File: src/rtl/uart_frame_engine_if.sv
// uart_frame_engine_if: bus-side configuration, TX request and RX status bundle
interface uart_frame_engine_if #(
  parameter int DATA_BITS = 8,
  parameter int DIV_WIDTH = 16
);
  logic [DIV_WIDTH-1:0] baud_div;
  logic [1:0] parity_mode;
  logic two_stop;
  logic tx_data_valid;
  logic [DATA_BITS-1:0] tx_data;
  logic transmitter_busy;
  logic receiver_busy;
  logic rx_data_valid;
  logic [DATA_BITS-1:0] rx_data;
  logic rx_error;
  logic rx_parity_error;
  logic rx_frame_error;
  modport master (
    output baud_div, parity_mode, two_stop, tx_data_valid, tx_data,
    input transmitter_busy, receiver_busy, rx_data_valid, rx_data, rx_error, rx_parity_error, rx_frame_error
  );
  modport slave (
    input baud_div, parity_mode, two_stop, tx_data_valid, tx_data,
    output transmitter_busy, receiver_busy, rx_data_valid, rx_data, rx_error, rx_parity_error, rx_frame_error
  );
endinterface

File: src/rtl/uart_frame_engine.sv
// uart_frame_engine: full-duplex UART with baud tick generator, configurable parity/stop bits and split RX errors
module uart_frame_engine #(
  parameter int DATA_BITS = 8,
  parameter int OVERSAMPLE = 16,
  parameter int DIV_WIDTH = 16
) (
  input  logic clk,
  input  logic rst_n,
  uart_frame_engine_if.slave bus,
  output logic sck_rising_edge,
  output logic sout,
  input  logic sin
);
  localparam int TW = $clog2(OVERSAMPLE + 1);
  localparam int BW = $clog2(DATA_BITS + 1);
  localparam int HALF = OVERSAMPLE / 2;
  typedef enum logic [2:0] {T_IDLE, T_START, T_DATA, T_PAR, T_STOP1, T_STOP2} tx_state_t;
  typedef enum logic [2:0] {R_IDLE, R_START, R_DATA, R_PAR, R_STOP} rx_state_t;
  logic [DIV_WIDTH-1:0] div_cnt, term_q, term;
  logic tick;
  // terminal count is re-read only when a new period starts
  always_comb term = (div_cnt == '0) ? ((bus.baud_div == '0) ? '0 : bus.baud_div - 1'b1) : term_q;
  always_ff @(posedge clk or negedge rst_n)
    if (!rst_n) begin
      div_cnt <= '0;
      term_q <= '0;
      tick <= 1'b0;
    end else begin
      term_q <= term;
      div_cnt <= (div_cnt == term) ? '0 : div_cnt + 1'b1;
      tick <= div_cnt == term;
    end
  assign sck_rising_edge = tick;
  tx_state_t tx_state, tx_next;
  logic [TW-1:0] tx_tcnt;
  logic [BW-1:0] tx_bcnt;
  logic [DATA_BITS-1:0] tx_sh;
  logic tx_par, tx_par_en, tx_two, tx_bit_end;
  always_comb tx_bit_end = tick && tx_tcnt == TW'(OVERSAMPLE - 1);
  always_ff @(posedge clk or negedge rst_n)
    if (!rst_n) tx_state <= T_IDLE;
    else tx_state <= tx_next;
  always_comb begin
    tx_next = tx_state;
    case (tx_state)
      T_IDLE:  if (bus.tx_data_valid) tx_next = T_START;
      T_START: if (tx_bit_end) tx_next = T_DATA;
      T_DATA:  if (tx_bit_end && tx_bcnt == BW'(DATA_BITS - 1)) tx_next = tx_par_en ? T_PAR : T_STOP1;
      T_PAR:   if (tx_bit_end) tx_next = T_STOP1;
      T_STOP1: if (tx_bit_end) tx_next = tx_two ? T_STOP2 : T_IDLE;
      default: if (tx_bit_end) tx_next = T_IDLE;
    endcase
  end
  always_comb begin
    bus.transmitter_busy = tx_state != T_IDLE;
    sout = tx_state == T_START ? 1'b0 : tx_state == T_DATA ? tx_sh[0] : tx_state == T_PAR ? tx_par : 1'b1;
  end
  always_ff @(posedge clk or negedge rst_n)
    if (!rst_n) begin
      tx_tcnt <= '0;
      tx_bcnt <= '0;
      tx_sh <= '0;
      tx_par <= 1'b0;
      tx_par_en <= 1'b0;
      tx_two <= 1'b0;
    end else if (tx_state == T_IDLE) begin
      tx_tcnt <= '0;
      tx_bcnt <= '0;
      if (bus.tx_data_valid) begin
        tx_sh <= bus.tx_data;
        tx_par <= ^bus.tx_data ^ (bus.parity_mode == 2'b10);
        tx_par_en <= bus.parity_mode == 2'b01 || bus.parity_mode == 2'b10;
        tx_two <= bus.two_stop;
      end
    end else if (tick) begin
      tx_tcnt <= tx_bit_end ? '0 : tx_tcnt + 1'b1;
      if (tx_bit_end && tx_state == T_DATA) begin
        tx_sh <= tx_sh >> 1;
        tx_bcnt <= tx_bcnt + 1'b1;
      end
    end
  logic [1:0] sin_sync;
  logic sin_s;
  always_ff @(posedge clk or negedge rst_n)
    if (!rst_n) sin_sync <= 2'b11;
    else sin_sync <= {sin_sync[0], sin};
  assign sin_s = sin_sync[1];
  rx_state_t rx_state, rx_next;
  logic [TW-1:0] rx_cnt;
  logic [BW-1:0] rx_bcnt;
  logic [DATA_BITS-1:0] rx_sh;
  logic rx_par_en, rx_odd, rx_pbit, rx_samp, rx_perr, rx_ferr;
  // ticks remaining until the next mid-bit sample
  always_comb rx_samp = tick && rx_cnt == TW'(1);
  always_ff @(posedge clk or negedge rst_n)
    if (!rst_n) rx_state <= R_IDLE;
    else rx_state <= rx_next;
  always_comb begin
    rx_next = rx_state;
    case (rx_state)
      R_IDLE:  if (tick && !sin_s) rx_next = R_START;
      R_START: if (rx_samp) rx_next = sin_s ? R_IDLE : R_DATA;
      R_DATA:  if (rx_samp && rx_bcnt == BW'(DATA_BITS - 1)) rx_next = rx_par_en ? R_PAR : R_STOP;
      R_PAR:   if (rx_samp) rx_next = R_STOP;
      default: if (rx_samp) rx_next = R_IDLE;
    endcase
  end
  always_comb bus.receiver_busy = rx_state != R_IDLE;
  always_ff @(posedge clk or negedge rst_n)
    if (!rst_n) begin
      rx_cnt <= '0;
      rx_bcnt <= '0;
      rx_sh <= '0;
      rx_par_en <= 1'b0;
      rx_odd <= 1'b0;
      rx_pbit <= 1'b0;
      rx_perr <= 1'b0;
      rx_ferr <= 1'b0;
      bus.rx_data <= '0;
      bus.rx_data_valid <= 1'b0;
    end else begin
      bus.rx_data_valid <= 1'b0;
      if (rx_state == R_IDLE) begin
        rx_cnt <= TW'(HALF - 1);
        rx_bcnt <= '0;
        if (tick && !sin_s) begin
          rx_par_en <= bus.parity_mode == 2'b01 || bus.parity_mode == 2'b10;
          rx_odd <= bus.parity_mode == 2'b10;
        end
      end else if (tick) begin
        rx_cnt <= rx_samp ? TW'(OVERSAMPLE) : rx_cnt - 1'b1;
        if (rx_samp && rx_state == R_DATA) begin
          rx_sh <= {sin_s, rx_sh[DATA_BITS-1:1]};
          rx_bcnt <= rx_bcnt + 1'b1;
        end
        if (rx_samp && rx_state == R_PAR) rx_pbit <= sin_s;
        if (rx_samp && rx_state == R_STOP) begin
          bus.rx_data <= rx_sh;
          rx_perr <= rx_par_en && (rx_pbit != (^rx_sh ^ rx_odd));
          rx_ferr <= !sin_s;
          bus.rx_data_valid <= 1'b1;
        end
      end
    end
  assign bus.rx_parity_error = rx_perr;
  assign bus.rx_frame_error = rx_ferr;
  assign bus.rx_error = rx_perr | rx_ferr;
endmodule

File: src/flat_wrapper.sv
// flat-port wrapper written by rule: the top's interface ports become plain ports
module uart_frame_engine_flat 
#(
  parameter int DATA_BITS = 8,
  parameter int OVERSAMPLE = 16,
  parameter int DIV_WIDTH = 16
)
  (clk, rst_n, sck_rising_edge, sout, sin, bus_baud_div, bus_parity_mode, bus_two_stop, bus_tx_data_valid, bus_tx_data, bus_transmitter_busy, bus_receiver_busy, bus_rx_data_valid, bus_rx_data, bus_rx_error, bus_rx_parity_error, bus_rx_frame_error);
  uart_frame_engine_if #(.DATA_BITS(DATA_BITS), .DIV_WIDTH(DIV_WIDTH)) bus_i ();
  input  logic clk;
  input  logic rst_n;
  output logic sck_rising_edge;
  output logic sout;
  input  logic sin;
  input wire logic [$bits(bus_i.baud_div)-1:0] bus_baud_div;
  input wire logic [$bits(bus_i.parity_mode)-1:0] bus_parity_mode;
  input wire logic [$bits(bus_i.two_stop)-1:0] bus_two_stop;
  input wire logic [$bits(bus_i.tx_data_valid)-1:0] bus_tx_data_valid;
  input wire logic [$bits(bus_i.tx_data)-1:0] bus_tx_data;
  output wire logic [$bits(bus_i.transmitter_busy)-1:0] bus_transmitter_busy;
  output wire logic [$bits(bus_i.receiver_busy)-1:0] bus_receiver_busy;
  output wire logic [$bits(bus_i.rx_data_valid)-1:0] bus_rx_data_valid;
  output wire logic [$bits(bus_i.rx_data)-1:0] bus_rx_data;
  output wire logic [$bits(bus_i.rx_error)-1:0] bus_rx_error;
  output wire logic [$bits(bus_i.rx_parity_error)-1:0] bus_rx_parity_error;
  output wire logic [$bits(bus_i.rx_frame_error)-1:0] bus_rx_frame_error;
  assign bus_i.baud_div = bus_baud_div;
  assign bus_i.parity_mode = bus_parity_mode;
  assign bus_i.two_stop = bus_two_stop;
  assign bus_i.tx_data_valid = bus_tx_data_valid;
  assign bus_i.tx_data = bus_tx_data;
  assign bus_transmitter_busy = bus_i.transmitter_busy;
  assign bus_receiver_busy = bus_i.receiver_busy;
  assign bus_rx_data_valid = bus_i.rx_data_valid;
  assign bus_rx_data = bus_i.rx_data;
  assign bus_rx_error = bus_i.rx_error;
  assign bus_rx_parity_error = bus_i.rx_parity_error;
  assign bus_rx_frame_error = bus_i.rx_frame_error;
  uart_frame_engine #(.DATA_BITS(DATA_BITS), .OVERSAMPLE(OVERSAMPLE), .DIV_WIDTH(DIV_WIDTH)) u_core (.clk(clk), .rst_n(rst_n), .bus(bus_i), .sck_rising_edge(sck_rising_edge), .sout(sout), .sin(sin));
endmodule
File: config.mk
export PLATFORM = sky130hd
export DESIGN_NAME = uart_frame_engine_flat
export DESIGN_NICKNAME = d
export VERILOG_FILES = /design/src/rtl/uart_frame_engine_if.sv /design/src/rtl/uart_frame_engine.sv /design/src/flat_wrapper.sv
export SDC_FILE = /design/constraint.sdc
export NUM_CORES = 1
export LEC_CHECK = 0
export CORE_UTILIZATION = 46
export CTS_CLUSTER_SIZE = 25
export DETAILED_ROUTE_END_ITERATION = 10
export HOLD_SLACK_MARGIN = 0.15
export PLACE_DENSITY = 0.76
export SLEW_MARGIN = 20
export SYNTH_ARGS = -nofsm -noshare
export SYNTH_HDL_FRONTEND = slang
export SYNTH_SLANG_ARGS = --single-unit
File: constraint.sdc
create_clock -name clk -period 5.4 [get_ports clk]
set_input_delay 1.62 -clock clk [delete_from_list [all_inputs] [get_ports clk]]
set_output_delay 1.62 -clock clk [all_outputs]
set_load 0.05 [all_outputs]
# Yosys cells after proc, flatten, opt, wreduce, memory -nomap -nowiden
# Index checks and enable logic that the tools add are counted.
dict set report word_totals {
  regBits 92
  input_bits 31
  wordCells 135
}
dict set report classes {
  add_sub_neg 6
  eq_ne 25
  mux 42
  n_bitwise 4
  n_reduce_logical 36
}
# cell n
set ops {}
lappend ops {{$mux 16} 3}
lappend ops {{$mux 3} 14}
lappend ops {{$logic_not 16->1} 2}
lappend ops {{$mux 8} 4}
lappend ops {{$mux 5} 6}
lappend ops {{$mux 4} 6}
lappend ops {{$add 16x1->16 const B} 1}
lappend ops {{$eq 16x16->1} 1}
lappend ops {{$ne 2x1->1 const B} 8}
lappend ops {{$reduce_xor 8->1} 2}
lappend ops {{$sub 16x1->16 const B} 1}
lappend ops {{$pmux 3 s5} 1}
lappend ops {{$eq 3x2->1 const B} 4}
lappend ops {{$pmux 3 s4} 1}
lappend ops {{$reduce_and 3->1} 4}
lappend ops {{$reduce_bool 3->1} 4}
lappend ops {{$logic_and 1x1->1} 10}
lappend ops {{$add 4x1->4 const B} 2}
lappend ops {{$eq 4x3->1 const B} 2}
lappend ops {{$reduce_and 2->1} 4}
lappend ops {{$reduce_bool 2->1} 4}
lappend ops {{$eq 3x1->1 const B} 2}
lappend ops {{$eq 3x3->1 const B} 2}
lappend ops {{$logic_not 3->1} 2}
lappend ops {{17 further kinds} 23}

# Logic depth before layout (Yosys ltp)
# Gate-level depths: netlist of run 1.
dict set report logic_depth {
  word_depth 6
  ltp_mapped 10
  depth_no_buf 8
}

# Worst setup path before layout of run 1
# OpenSTA, ideal clock, no wires.
dict set report synth_timing {
  path_type {input to register}
  from {input bus_baud_div[0]}
  to {register u_core.div_cnt[11]}
  t_arrival_ns 3.350
  required_time_ns 5.277
  path_slack_ns 1.926
  path_stages 9
  n_path_buf 1
  path_cell_list {inv_1 -> ha_1 -> nor3b_2 -> and4_1 -> a21oi_1 -> a22o_1 -> nor4_4 -> buf_6 -> a21oi_2}
}
dict set report synth_between {
  elab_chain_len 5
  word_cells_on_any_way 6
}
# item line
set synth_lines {}
lappend synth_lines {{start: declaration} flat_wrapper.sv:15} ;# input wire logic [$bits(bus_i.baud_div)-1:0] bus_baud_div;
lappend synth_lines {{$sub 16x1->16 / $logic_not 16->1 (equally long branches)} uart_frame_engine.sv:22} ;# always_comb term = (div_cnt == '0) ? ((bus.baud_div == '0) ? '0 : bus.baud_div - 1'b1) : term_q;
lappend synth_lines {{$mux 16 * (2 in a row)} uart_frame_engine.sv:22}
lappend synth_lines {{$eq 16x16->1 *} uart_frame_engine.sv:30} ;# div_cnt <= (div_cnt == term) ? '0 : div_cnt + 1'b1;
lappend synth_lines {{$mux 16 *} uart_frame_engine.sv:30}
lappend synth_lines {{end signal: assignment} uart_frame_engine.sv:30}
lappend synth_lines {{end: declaration} uart_frame_engine.sv:19} ;# logic [DIV_WIDTH-1:0] div_cnt, term_q, term;
# Every way passes the cells marked *; elsewhere a longest branch is shown, timed or not.
# A chain may end at the register's enable or synchronous reset.

# Worst setup path after layout of run 1
dict set report layout_timing {
  from {input bus_baud_div[6]}
  to {register u_core.div_cnt[0]}
}
# Same word-level chain as after synthesis.

==> out/qor.log, run 1 <==
qor: timing.post-route-min-period 4010 ps
qor: critical_path.timing.reg2reg.worst_path_depth 8
qor: clock_network.h_tree_depth 3
qor: yosys.postSynthAreaPerCell 10.1 um2
qor: yosys.mux_cell_area_share_after_synthesis 6.57%
qor: timing.setup_tns 0 ps
qor: timing.worst_margin_slew 811 ps
qor: yosys.compound_gate_portion_of_the_synthesized_area 12.7%
qor: clock_network.clk_pin_slew 90 ps
qor: critical_path.required 5600 ps
qor: global_routing.grt.total_usage 19.6%
qor: critical_path.worstSetupPathType input port to flop
qor: critical_path.critPathMaxFanout 7
qor: min_path.whs_path_depth 0
qor: clock_network.cts-hold-fix-buffers 0
qor: timing.worst_slew_margin_rel 45.8%
qor: drt.detail_route.drc_violations 0
qor: die.die_height 107 um
qor: global_routing.grt_antenna_before_repair 0
qor: timing.final_min_period_over_clock_period 74.3%
qor: run.cap_viol_max_count 0
qor: timing.timing_max_transition_violations_final 0
qor: die.initial_utilization 47.1%
qor: global_routing.overflow 0
qor: critical_path.timing.critical_path.from bus_baud_div[6]
qor: clock_network.clk_root_buffer_cell clkbuf_8
qor: yosys.synth_cell_types 65
qor: global_routing.via_count_of_the_first_global_routing_pass 3,753
qor: yosys.combinational_family_with_the_most_area_after_synthesis simple AND/OR/NAND/NOR gates
qor: placement.place.detailed.instances 677
qor: layout.drive_above_1_share 13.2%
qor: yosys.yosys_warnings 0
qor: layout.final_cell_mix dfrtp_1 (90), nand2_1 (46), clkdlybuf4s50_1 (45)
qor: clock_network.cts_max_path_buffers 2
qor: drt.drt_iter0_markers 253
qor: yosys.post_synth_fa_ha_maj_area_fraction 2.20%
qor: die.core.rowCount 38
qor: layout.area_growth_syn_to_layout 15.0%
qor: drt.route.final.wire_length 10,600 um
qor: yosys.synth_simple_gate_area_share 19.4%
qor: min_path.worst_min_delay_path_category flop to flop
qor: yosys.synthesis.instances 506
qor: power.irDropWorstVdd 190 uV
qor: clock_network.cts_tree done
qor: timing.max_clock_freq 0.249 GHz
qor: yosys.post_synth_arst_share 100%
qor: critical_path.critical_path.startpoint_type input port
qor: die.io_pins 47
qor: critical_path.cp-end-kind flop
qor: placement.port-buffer-count 46
qor: global_routing.largest_net_degree_at_the_start_of_global_routing 58
qor: yosys.post_syn_nets 546
qor: drt.drtPass1Iterations 4
qor: yosys.ys.flop_type dfrtp_1
qor: yosys.synth_edf_count 0
qor: clock_network.number_of_buffers_created_by_cts 9
qor: die.design.core.area 10,800 um2
qor: drt.num_vias 3,854
qor: placement.post-dp-hpwl 7710 um
qor: layout.final_common_cell dfrtp_1
qor: clock_network.clk-insertion-delay-late 370 ps
qor: timing.grt_setup_unrepaired false
qor: critical_path.worstPathArrival 4220 ps
qor: status.outcome finished clean
qor: min_path.hold_start u_core.sin_sync[0]
qor: clock_network.number_of_instances_resized_during_post_cts_repair 0
qor: power.power_density 352 nW/um2
qor: layout.instances_no_fill 693
qor: layout.area.sequential 2300 um2
qor: layout.multi_input_area 2640 um2
qor: global_routing.grt_pass1_wl 17,800 um
qor: yosys.synthesis.area 5110 um2
qor: yosys.flop_and_latch_count_out_of_synthesis 92
qor: die.die_width 107 um
qor: clock_network.post-cts-setup-buffers 0
qor: layout.final_nets 588
qor: clock_network.clock_sinks 92
qor: power.power.static_leakage 2.54 nW
qor: die.floorplan_die_area 11,500 um2
qor: timing.timing.final.setup_violations 0
qor: drt.post_drt_via_cell_ratio 5.56
qor: yosys.seq_area_frac_synth 45.1%
qor: drt.detail-route-antenna-nets 0
qor: timing.timing.final.hold_violations 0
qor: drt.avgRoutedWirePerCell 15.3 um
qor: placement.gp_congestion 0.843
qor: layout.num-fill-cells 966
qor: critical_path.r2r-start u_core.div_cnt[0]
qor: timing.skew 15.4 ps
qor: layout.antenna-diode-count 0
qor: yosys.post_synth_xor_area_fraction 10.6%
[where the power goes]
part           total (mW)  switching (mW)  leakage, nW  internal (mW)
Sequential          0.949           0.136         1.18          0.813
Clock               0.456           0.249       0.0990          0.207
Combinational       0.664           0.389         1.26          0.276
[per-layer routing]
layer	vias up	track usage, %	wire [um]
met2	69	33.2	5280
li1	1870	-	-
met1	1900	25.0	4800
met4	0	7.24	161
met3	15	3.39	364
met5	-	0	0
[path summary, 6_finish.rpt]
path	end	slack, ps
worst max register to register	u_core.div_cnt[0]	2100
worst min-delay path	u_core.sin_sync[1]	370
max in group asynchronous	u_core.tx_par	3130
worst min register to register	u_core.sin_sync[1]	370
worst max-delay path	u_core.div_cnt[0]	1390
min in group asynchronous	u_core.bus.rx_data_valid	1300
[flip-flops by register name, indices dropped and copies added (netlist names), 2 cells and up]
| name | cells |
|---|---|
| u_core.div_cnt | 16 |
| u_core.term_q | 16 |
| u_core.bus.rx_data | 8 |
| u_core.rx_sh | 8 |
| u_core.tx_sh | 8 |
| u_core.rx_cnt | 5 |
| u_core.tx_tcnt | 5 |
| u_core.rx_bcnt | 4 |
| u_core.tx_bcnt | 4 |
| u_core.rx_state | 3 |
| u_core.tx_state | 3 |
| u_core.sin_sync | 2 |
[synth_stat cells (2+ instances only)]
master	count	area share [%]
nand4_1	6	0.74
nor2b_1	6	0.74
xor2_1	33	5.7
nor3_1	9	0.88
nor4_4	3	1.2
dfstp_2	2	1.0
nand2b_1	4	0.49
and3_1	10	1.2
clkbuf_1	8	0.59
buf_6	2	0.44
mux2i_1	11	2.2
dfrtp_1	90	44
or3_1	2	0.24
o31ai_1	9	1.3
o211ai_1	3	0.44
buf_1	2	0.15
nand3_1	17	1.7
or4_1	3	0.44
a21oi_2	10	1.7
buf_2	6	0.59
a22oi_1	2	0.29
xnor2_1	29	5.0
o22ai_1	2	0.24
nor3_2	3	0.59
ha_1	9	2.2
nand3b_1	2	0.29
a21o_1	2	0.29
mux2_2	19	4.2
nor4_1	7	0.86
nand2_1	46	3.4
nor4_2	2	0.49
and4_1	2	0.34
nor2_1	36	2.6
o221ai_1	4	0.69
and3b_1	2	0.34
o21ai_0	25	2.4
or2_2	3	0.37
a21oi_1	25	2.4
a22o_1	2	0.34
and2_1	2	0.24
o21ai_1	2	0.20
inv_1	18	1.3
nor3b_1	4	0.59
[critical path, stage by stage]
cell             delay, ps
clkdlybuf4s50_1        510
nor4_2                 570
and3b_1                290
mux2i_1                200
o2111ai_1              130
nor4_1                 630
o221ai_1               260
[logic make-up after synthesis]
logic type | after synthesis
compound gates | 98
fa+ha+maj | 9
xor+xnor | 62
flops | 92
simple gates | 176
mux | 31
buf+inv | 38
[stage by stage]
stage	util (%)	power, mW	area (um2)	hold WS, ps	worst slack [ps]
after floorplan	-	1.44	5110	345	1930
final	54.2	2.07	5870	366	1390
after global placement	52.4	1.60	5680	350	1150
after CTS	54.2	2.08	5870	370	1370
after detailed placement	52.4	1.62	5680	354	966
after global routing	54.2	2.20	5870	374	1200
[layout make-up]
| cell class | count | share of cell area, % |
|---|---|---|
| clock inverter | 4 | 0.511 |
| sequential | 92 | 39.2 |
| inverter | 19 | 1.21 |
| timing repair buffer | 50 | 8.31 |
| multi-input combinational | 376 | 44.9 |
| clock buffer | 12 | 2.81 |
| tap | 140 | 2.98 |
Note: power is estimated with default switching activity, not from simulation.
==> inputs of run 2 (changes only) <==
- clock period: 5.4 -> 3.8 ns (I/O delays scaled with it)
==> run 2 against run 1 <==
Against the previous run: wire length grew 0.23%; combinational power grew 46%; cell area grew 3.4%; worst hold slack gained 1.6 ps; final cell count grew 3.6%; total power grew 45%; via count grew 1.3%; critical path depth grew 3; global-route usage grew 0.34 points; clock-buffer cell count grew 1; sequential share of layout area shrank 1.3 points; flip-flop and latch count is the same; largest cell class unchanged.
==> out/qor.log, run 2 (synthesis results as in run 1) <==
qor: clock_network.number_of_instances_resized_during_post_cts_repair 0 [unchanged]
qor: critical_path.reg2reg_setup_slack 1020 ps [-1080 ps]
qor: layout.final_nets 613 [+4.3%]
qor: critical_path.worstSetupPathType input port to flop
qor: placement.post-dp-hpwl 7930 um [+3.0%]
qor: clock_network.post-cts-setup-buffers 0 [unchanged]
qor: timing.setup_tns 0 ps [unchanged]
qor: min_path.worst_min_delay_path_category flop to flop
qor: placement.dpl_worst_slack -330 ps [-1300 ps]
qor: drt.avgRoutedWirePerCell 14.8 um [-3.3%]
qor: die.die_height 107 um [unchanged]
qor: timing.layout_setup_ws 391 ps [-997 ps]
qor: global_routing.via_count_of_the_first_global_routing_pass 3,878 [+3.3%]
qor: run.cap_viol_max_count 0 [unchanged]
qor: timing.grt_setup_unrepaired false
qor: critical_path.cp-end-kind flop
qor: critical_path.cpMostUsedCell a21oi_1
qor: layout.drive_above_1_share 16.6% [+3.4 points]
qor: global_routing.overflow 0 [unchanged]
qor: drt.post_drt_via_cell_ratio 5.44 [-2.2%]
qor: drt.route.final.wire_length 10,600 um [+0.23%]
qor: power.internal_power 1.91 mW [+48%]
qor: critical_path.timing.critical_path.from bus_baud_div[0]
qor: timing.timing.final.hold_violations 0 [unchanged]
qor: global_routing.grt.total_usage 19.9% [+0.34 points]
qor: layout.final_common_cell dfrtp_1
qor: clock_network.cts_max_path_buffers 2 [unchanged]
qor: timing.timing_max_transition_violations_final 0 [unchanged]
qor: critical_path.worst_path_dominant_cell_family simple AND/OR/NAND/NOR gates
qor: clock_network.number_of_buffers_created_by_cts 9 [unchanged]
qor: timing.max_clock_freq 0.293 GHz
qor: drt.drtPass1Iterations 5 [+1]
qor: global_routing.grt_antenna_before_repair 0 [unchanged]
qor: power.clock_power_share 22.5% [+0.5 points]
qor: global_routing.grt_pass1_wl 18,200 um [+2.2%]
qor: die.io_pins 47 [unchanged]
qor: timing.skew 15.1 ps [-0.287 ps]
qor: clock_network.cts_tree done
qor: layout.area_growth_syn_to_layout 18.9%
qor: power.power_density 495 nW/um2 [+41%]
qor: timing.worst_margin_slew 829 ps [+18.4 ps]
qor: power.sw_share 36.4% [-1.0 points]
qor: critical_path.timing.critical_path.slowest_stage_cell nor4_4
qor: critical_path.r2r-start u_core.div_cnt[0]
qor: layout.num-fill-cells 942 [-2.5%]
qor: drt.detail_route.drc_violations 0 [unchanged]
qor: placement.post_dp_cell_area 5860 um2 [+3.2%]
qor: status.outcome finished clean
qor: die.floorplan_die_area 11,500 um2 [unchanged]
qor: drt.detail-route-antenna-nets 0 [unchanged]
qor: power.power.static_leakage 2.66 nW [+4.9%]
qor: critical_path.worst-path-buf-inv 3 [+2]
qor: power.power.share.sequential 45.3% [-0.6 points]
qor: placement.gp_congestion 0.855 [+1.4%]
qor: critical_path.timing.reg2reg.worst_path_depth 8 [unchanged]
qor: clock_network.h_tree_depth 3 [unchanged]
qor: power.p_comb_share 32.2% [about the same]
qor: layout.finish.utilization 56.0% [+1.9 points]
qor: timing.worst_slew_margin_rel 44.7% [-1.1 points]
qor: critical_path.critical_path_depth 10 [+3]
qor: drt.num_vias 3,904 [+1.3%]
qor: clock_network.clk_pin_slew 80 ps [about the same]
qor: critical_path.path_cells clkdlybuf4s50_1 > inv_1 > ha_1 > nor3b_2 > and4_1 > a21oi_1 > a22o_1 > nor4_4 > buf_6 > a21oi_1
qor: layout.biggestRegsByFlops u_core.div_cnt x16, u_core.term_q x16
qor: placement.port-buffer-count 46 [unchanged]
qor: timing.final_min_period_over_clock_period 89.7%
qor: clock_network.clk-insertion-delay-late 360 ps [about the same]
qor: power.power_switching 1.09 mW [+41%]
qor: layout.final_cell_mix dfrtp_1 (90), nand2_1 (46), clkdlybuf4s50_1 (45)
qor: critical_path.worst_r2r_endpoint u_core.div_cnt[15]
qor: drt.drt_iter0_markers 216 [-15%]
qor: die.die_width 107 um [unchanged]
qor: clock_network.clock_sinks 92 [unchanged]
qor: critical_path.required 4040 ps [-1560 ps]
qor: layout.antenna-diode-count 0 [unchanged]
qor: die.core.rowCount 38 [unchanged]
qor: power.irDropWorstVdd 204 uV [+7.5%]
qor: critical_path.worstPathArrival 3650 ps [-570 ps]
qor: layout.post-route-cell-area 6070 um2 [+3.4%]
qor: timing.timing.final.setup_violations 0 [unchanged]
qor: critical_path.critPathCapture u_core.div_cnt[15]
qor: clock_network.clk_root_buffer_cell clkbuf_8
qor: clock_network.cts-hold-fix-buffers 0 [unchanged]
qor: global_routing.largest_net_degree_at_the_start_of_global_routing 68 [+17%]
qor: timing.post-route-min-period 3410 ps
qor: critical_path.critical_path.startpoint_type input port
qor: die.design.core.area 10,800 um2 [unchanged]
qor: critical_path.critPathMaxFanout 10 [+3]
qor: critical_path.crit_path_max_incr_delay 570 ps [-60 ps]
qor: die.initial_utilization 47.1% [unchanged]
[run 2: changes by cell type in the layout (fill, tap and decap cells not counted), sizes merged]
cell and delta:
buf +25, bufinv +1, clkbuf +1, clkinv -1
inv -1
[run 2: area by class of cell]
type / count / area, um2 / area share, %
Clock buffer: 13 / 159 / 2.62
Clock inverter: 3 / 46.3 / 0.762
Inverter: 19 / 71.3 / 1.17
Multi-Input combinational cell: 376 / 2640 / 43.4
Sequential cell: 92 / 2300 / 37.9
Tap cell: 140 / 175 / 2.88
Timing Repair Buffer: 75 / 679 / 11.2
[run 2: worst min-delay path by stage]
stage                         endpoint               start  cells past startpoint  slack, ps
floorplan           u_core.sin_sync[1]  u_core.sin_sync[0]                      0        350
global placement    u_core.sin_sync[1]  u_core.sin_sync[0]                      0        350
detailed placement  u_core.sin_sync[1]  u_core.sin_sync[0]                      0        360
CTS                 u_core.sin_sync[1]  u_core.sin_sync[0]                      0        370
global route        u_core.sin_sync[1]  u_core.sin_sync[0]                      0        380
finish              u_core.sin_sync[1]  u_core.sin_sync[0]                      0        370
[run 2: metrics by stage]
stage	hold slack [ps]	instances	power, mW
2_1_floorplan	345	506	2.05
3_3_place_gp	350	701	2.29
3_5_place_dp	356	701	2.34
4_1_cts	372	717	3.02
5_1_grt	376	718	3.21
6_report	367	718	3.01
[run 2: power groups by stage]
stage | registers (mW) | logic, mW | clock network (mW)
2_1_floorplan | 1.27 | 0.778 | 0
3_3_place_gp | 1.36 | 0.931 | 0
3_5_place_dp | 1.37 | 0.966 | 0
4_1_cts | 1.36 | 0.966 | 0.702
5_1_grt | 1.39 | 1.08 | 0.741
6_report | 1.36 | 0.968 | 0.678
[run 2: routing by layer]
layer	share of wire [%]	wire length [um]	global-route usage, %
met5	0	0	0
met4	1.6	170	7.83
met3	3.0	321	3.21
met2	50	5290	34.3
met1	46	4850	25.0
==> inputs of run 3 (changes only) <==
- CORE_UTILIZATION: 46 -> 30
- PLACE_DENSITY: 0.76 -> 0.57
==> run 3 against run 2 <==
Against the previous run: final cell count up 12%; register-to-register slack worse by 90 ps; largest cell class unchanged; cell area up 4.0%; clock-buffer cell count down 3.
==> out/qor.log, run 3 (synthesis results as in run 1) <==
qor: critical_path.worstSetupPathType input port to flop
qor: global_routing.layer_with_the_highest_usage met2
qor: global_routing.grt_pass1_wl 19,000 um [+4.9%]
qor: critical_path.critical_path.startpoint_type input port
qor: clock_network.cts-hold-fix-buffers 0 [unchanged]
qor: critical_path.worstPathArrival 3620 ps [-30 ps]
qor: drt.num_vias 3,954 [+1.3%]
qor: critical_path.required 4080 ps [+40 ps]
qor: global_routing.overflow 0 [unchanged]
qor: timing.worst_slew_margin_rel 54.6% [+9.9 points]
qor: clock_network.clk_root_buffer_cell clkbuf_16
qor: timing.timing_max_transition_violations_final 0 [unchanged]
qor: min_path.min_delay_endpoint u_core.sin_sync[1]
qor: power.design_power_total 3.25 mW [+8.0%]
qor: global_routing.grt_use_met2 22.0% [-12 points]
qor: status.outcome finished clean
qor: global_routing.grt_antenna_before_repair 0 [unchanged]
qor: layout.final_cell_mix dfrtp_1 (90), nand2_1 (46), clkdlybuf4s50_1 (45)
qor: drt.post_drt_via_cell_ratio 4.93 [-9.3%]
qor: critical_path.worst_r2r_endpoint u_core.sck_rising_edge
qor: clock_network.number_of_instances_resized_during_post_cts_repair 0 [unchanged]
qor: layout.final_common_cell dfrtp_1
qor: placement.post-dp-hpwl 8320 um [+4.9%]
qor: die.design.core.area 16,600 um2 [+53%]
qor: die.die_width 132 um [+23%]
qor: critical_path.crit_path_max_incr_delay 440 ps [-130 ps]
qor: critical_path.reg2reg_setup_slack 930 ps [-90 ps]
qor: timing.final_min_period_over_clock_period 88.0% [-1.7 points]
qor: placement.gp_congestion 0.817 [-4.4%]
qor: min_path.whs_path_depth 0 [unchanged]
qor: layout.multi_input_area 2640 um2 [unchanged]
qor: run.cap_viol_max_count 0 [unchanged]
qor: timing.worst_margin_slew 681 ps [-149 ps]
qor: layout.area_growth_syn_to_layout 23.6%
qor: placement.dpl_worst_slack -314 ps [+16.1 ps]
qor: placement.port-buffer-count 46 [unchanged]
qor: global_routing.met1_demand_to_capacity_share_in_global_routing 17.6% [-7.4 points]
qor: timing.post-route-min-period 3340 ps [-65.9 ps]
qor: global_routing.gr-usage-met3 3.60% [+0.39 points]
qor: drt.detail-route-antenna-nets 0 [unchanged]
qor: clock_network.number_of_buffers_created_by_cts 9 [unchanged]
qor: layout.final_nets 617 [+0.65%]
qor: layout.num-fill-cells 1,695 [+80%]
qor: critical_path.timing.reg2reg.worst_path_depth 9 [+1]
qor: critical_path.timing.critical_path.slowest_stage_cell nor4_4
qor: critical_path.r2r-start u_core.div_cnt[0]
qor: power.power_density 515 nW/um2 [+3.9%]
qor: die.die_height 132 um [+23%]
qor: timing.timing.final.hold_violations 0 [unchanged]
qor: clock_network.cts_max_path_buffers 2 [unchanged]
qor: power.irDropWorstVdd 234 uV [+15%]
qor: clock_network.clk-insertion-delay-late 340 ps [-20 ps]
qor: drt.drt_iter0_markers 193 [-11%]
qor: power.power.static_leakage 2.73 nW [+2.6%]
qor: critical_path.critPathMaxFanout 11 [+1]
qor: critical_path.cp-end-kind flop
qor: layout.area.sequential 2300 um2 [unchanged]
qor: drt.drtPass1Iterations 4 [-1]
qor: layout.biggestRegsByFlops u_core.div_cnt x16, u_core.term_q x16
qor: critical_path.path_cells clkdlybuf4s50_1 > inv_1 > ha_1 > nor3b_2 > and4_1 > a21oi_1 > a22o_1 > nor4_4 > clkbuf_8 > o211a_1
qor: clock_network.clk_pin_slew 70 ps [about the same]
qor: die.core.rowCount 47 [+24%]
qor: layout.finish.utilization 38.1% [-18 points]
qor: global_routing.grt.total_usage 13.5% [-6.4 points]
qor: clock_network.clock_sinks 92 [unchanged]
qor: clock_network.h_tree_depth 3 [unchanged]
qor: timing.hold_ws 362 ps [-4.85 ps]
qor: drt.avgRoutedWirePerCell 14.0 um [-5.3%]
qor: drt.route.final.wire_length 11,200 um [+5.7%]
qor: layout.antenna-diode-count 0 [unchanged]
qor: clock_network.post-cts-setup-buffers 0 [unchanged]
qor: layout.instances_no_fill 802 [+12%]
qor: timing.layout_setup_ws 457 ps [+65.9 ps]
qor: die.floorplan_die_area 17,600 um2 [+52%]
qor: drt.detail_route.drc_violations 0 [unchanged]
qor: timing.max_clock_freq 0.299 GHz [+2.0%]
qor: timing.grt_setup_unrepaired false
qor: placement.place.detailed.instances 785 [+12%]
qor: die.initial_utilization 30.8% [-16 points]
qor: clock_network.cts_tree done
qor: die.io_pins 47 [unchanged]
qor: min_path.worst_min_delay_path_category flop to flop
qor: global_routing.largest_net_degree_at_the_start_of_global_routing 53 [-22%]
qor: layout.drive_above_1_share 17.4% [+0.74 points]
qor: min_path.hold_start u_core.sin_sync[0]
qor: timing.skew 5.71 ps [-9.42 ps]
qor: global_routing.via_count_of_the_first_global_routing_pass 3,892 [+0.36%]
qor: timing.timing.final.setup_violations 0 [unchanged]
-- run 3: cell types whose count changed in the layout (fill, tap and decap cells not counted), sizes merged --
cell | previous run | this run
buf | 30 | 33
inv | 19 | 22
clkbuf | 13 | 11
-- run 3: cell type report --
| cell class | count | share of cell area, % |
|---|---|---|
| Clock buffer | 10 | 3.63 |
| Inverter | 19 | 1.13 |
| Clock inverter | 6 | 1.13 |
| Tap cell | 220 | 4.36 |
| Sequential cell | 92 | 36.5 |
| Multi-Input combinational cell | 376 | 41.8 |
| Timing Repair Buffer | 79 | 11.5 |
-- run 3: how the worst max path moves through the flow --
stage,start,to,depth (start not counted)
final,bus_baud_div[0],u_core.sck_rising_edge,10
after global routing,bus_baud_div[0],u_core.sck_rising_edge,10
after CTS,bus_baud_div[0],u_core.div_cnt[2],9
after detailed placement,bus_baud_div[0],u_core.div_cnt[2],9
after global placement,bus_baud_div[0],u_core.div_cnt[2],9
after floorplan,bus_baud_div[0],u_core.div_cnt[13],9
-- run 3: metal layers --
| metal | wire [um] | up-vias |
|---|---|---|
| li1 | - | 1929 |
| met1 | 5170 | 1924 |
| met2 | 5430 | 88 |
| met3 | 477 | 13 |
| met4 | 160 | 0 |
| met5 | 0 | - |
-- run 3: worst max-delay path: cells and delay by family --
kind	cells	cell delay, ps
AND/OR/NAND/NOR	3	970
buffers and inverters	3	790
AO/OA/AOI/OAI	3	500
adder cells (fa/ha/maj)	1	210
-- run 3: power by group --
| group | switching, mW | internal, mW |
|---|---|---|
| combinational | 0.567 | 0.422 |
| sequential | 0.188 | 1.16 |
| clock | 0.397 | 0.519 |
-- run 3: through the flow --
step / TNS [ps] / cell area (um2)
after floorplan: 0 / 5110
after global placement: -1940 / 6000
after detailed placement: -3170 / 6000
after CTS: 0 / 6300
after global routing: 0 / 6310
final: 0 / 6310
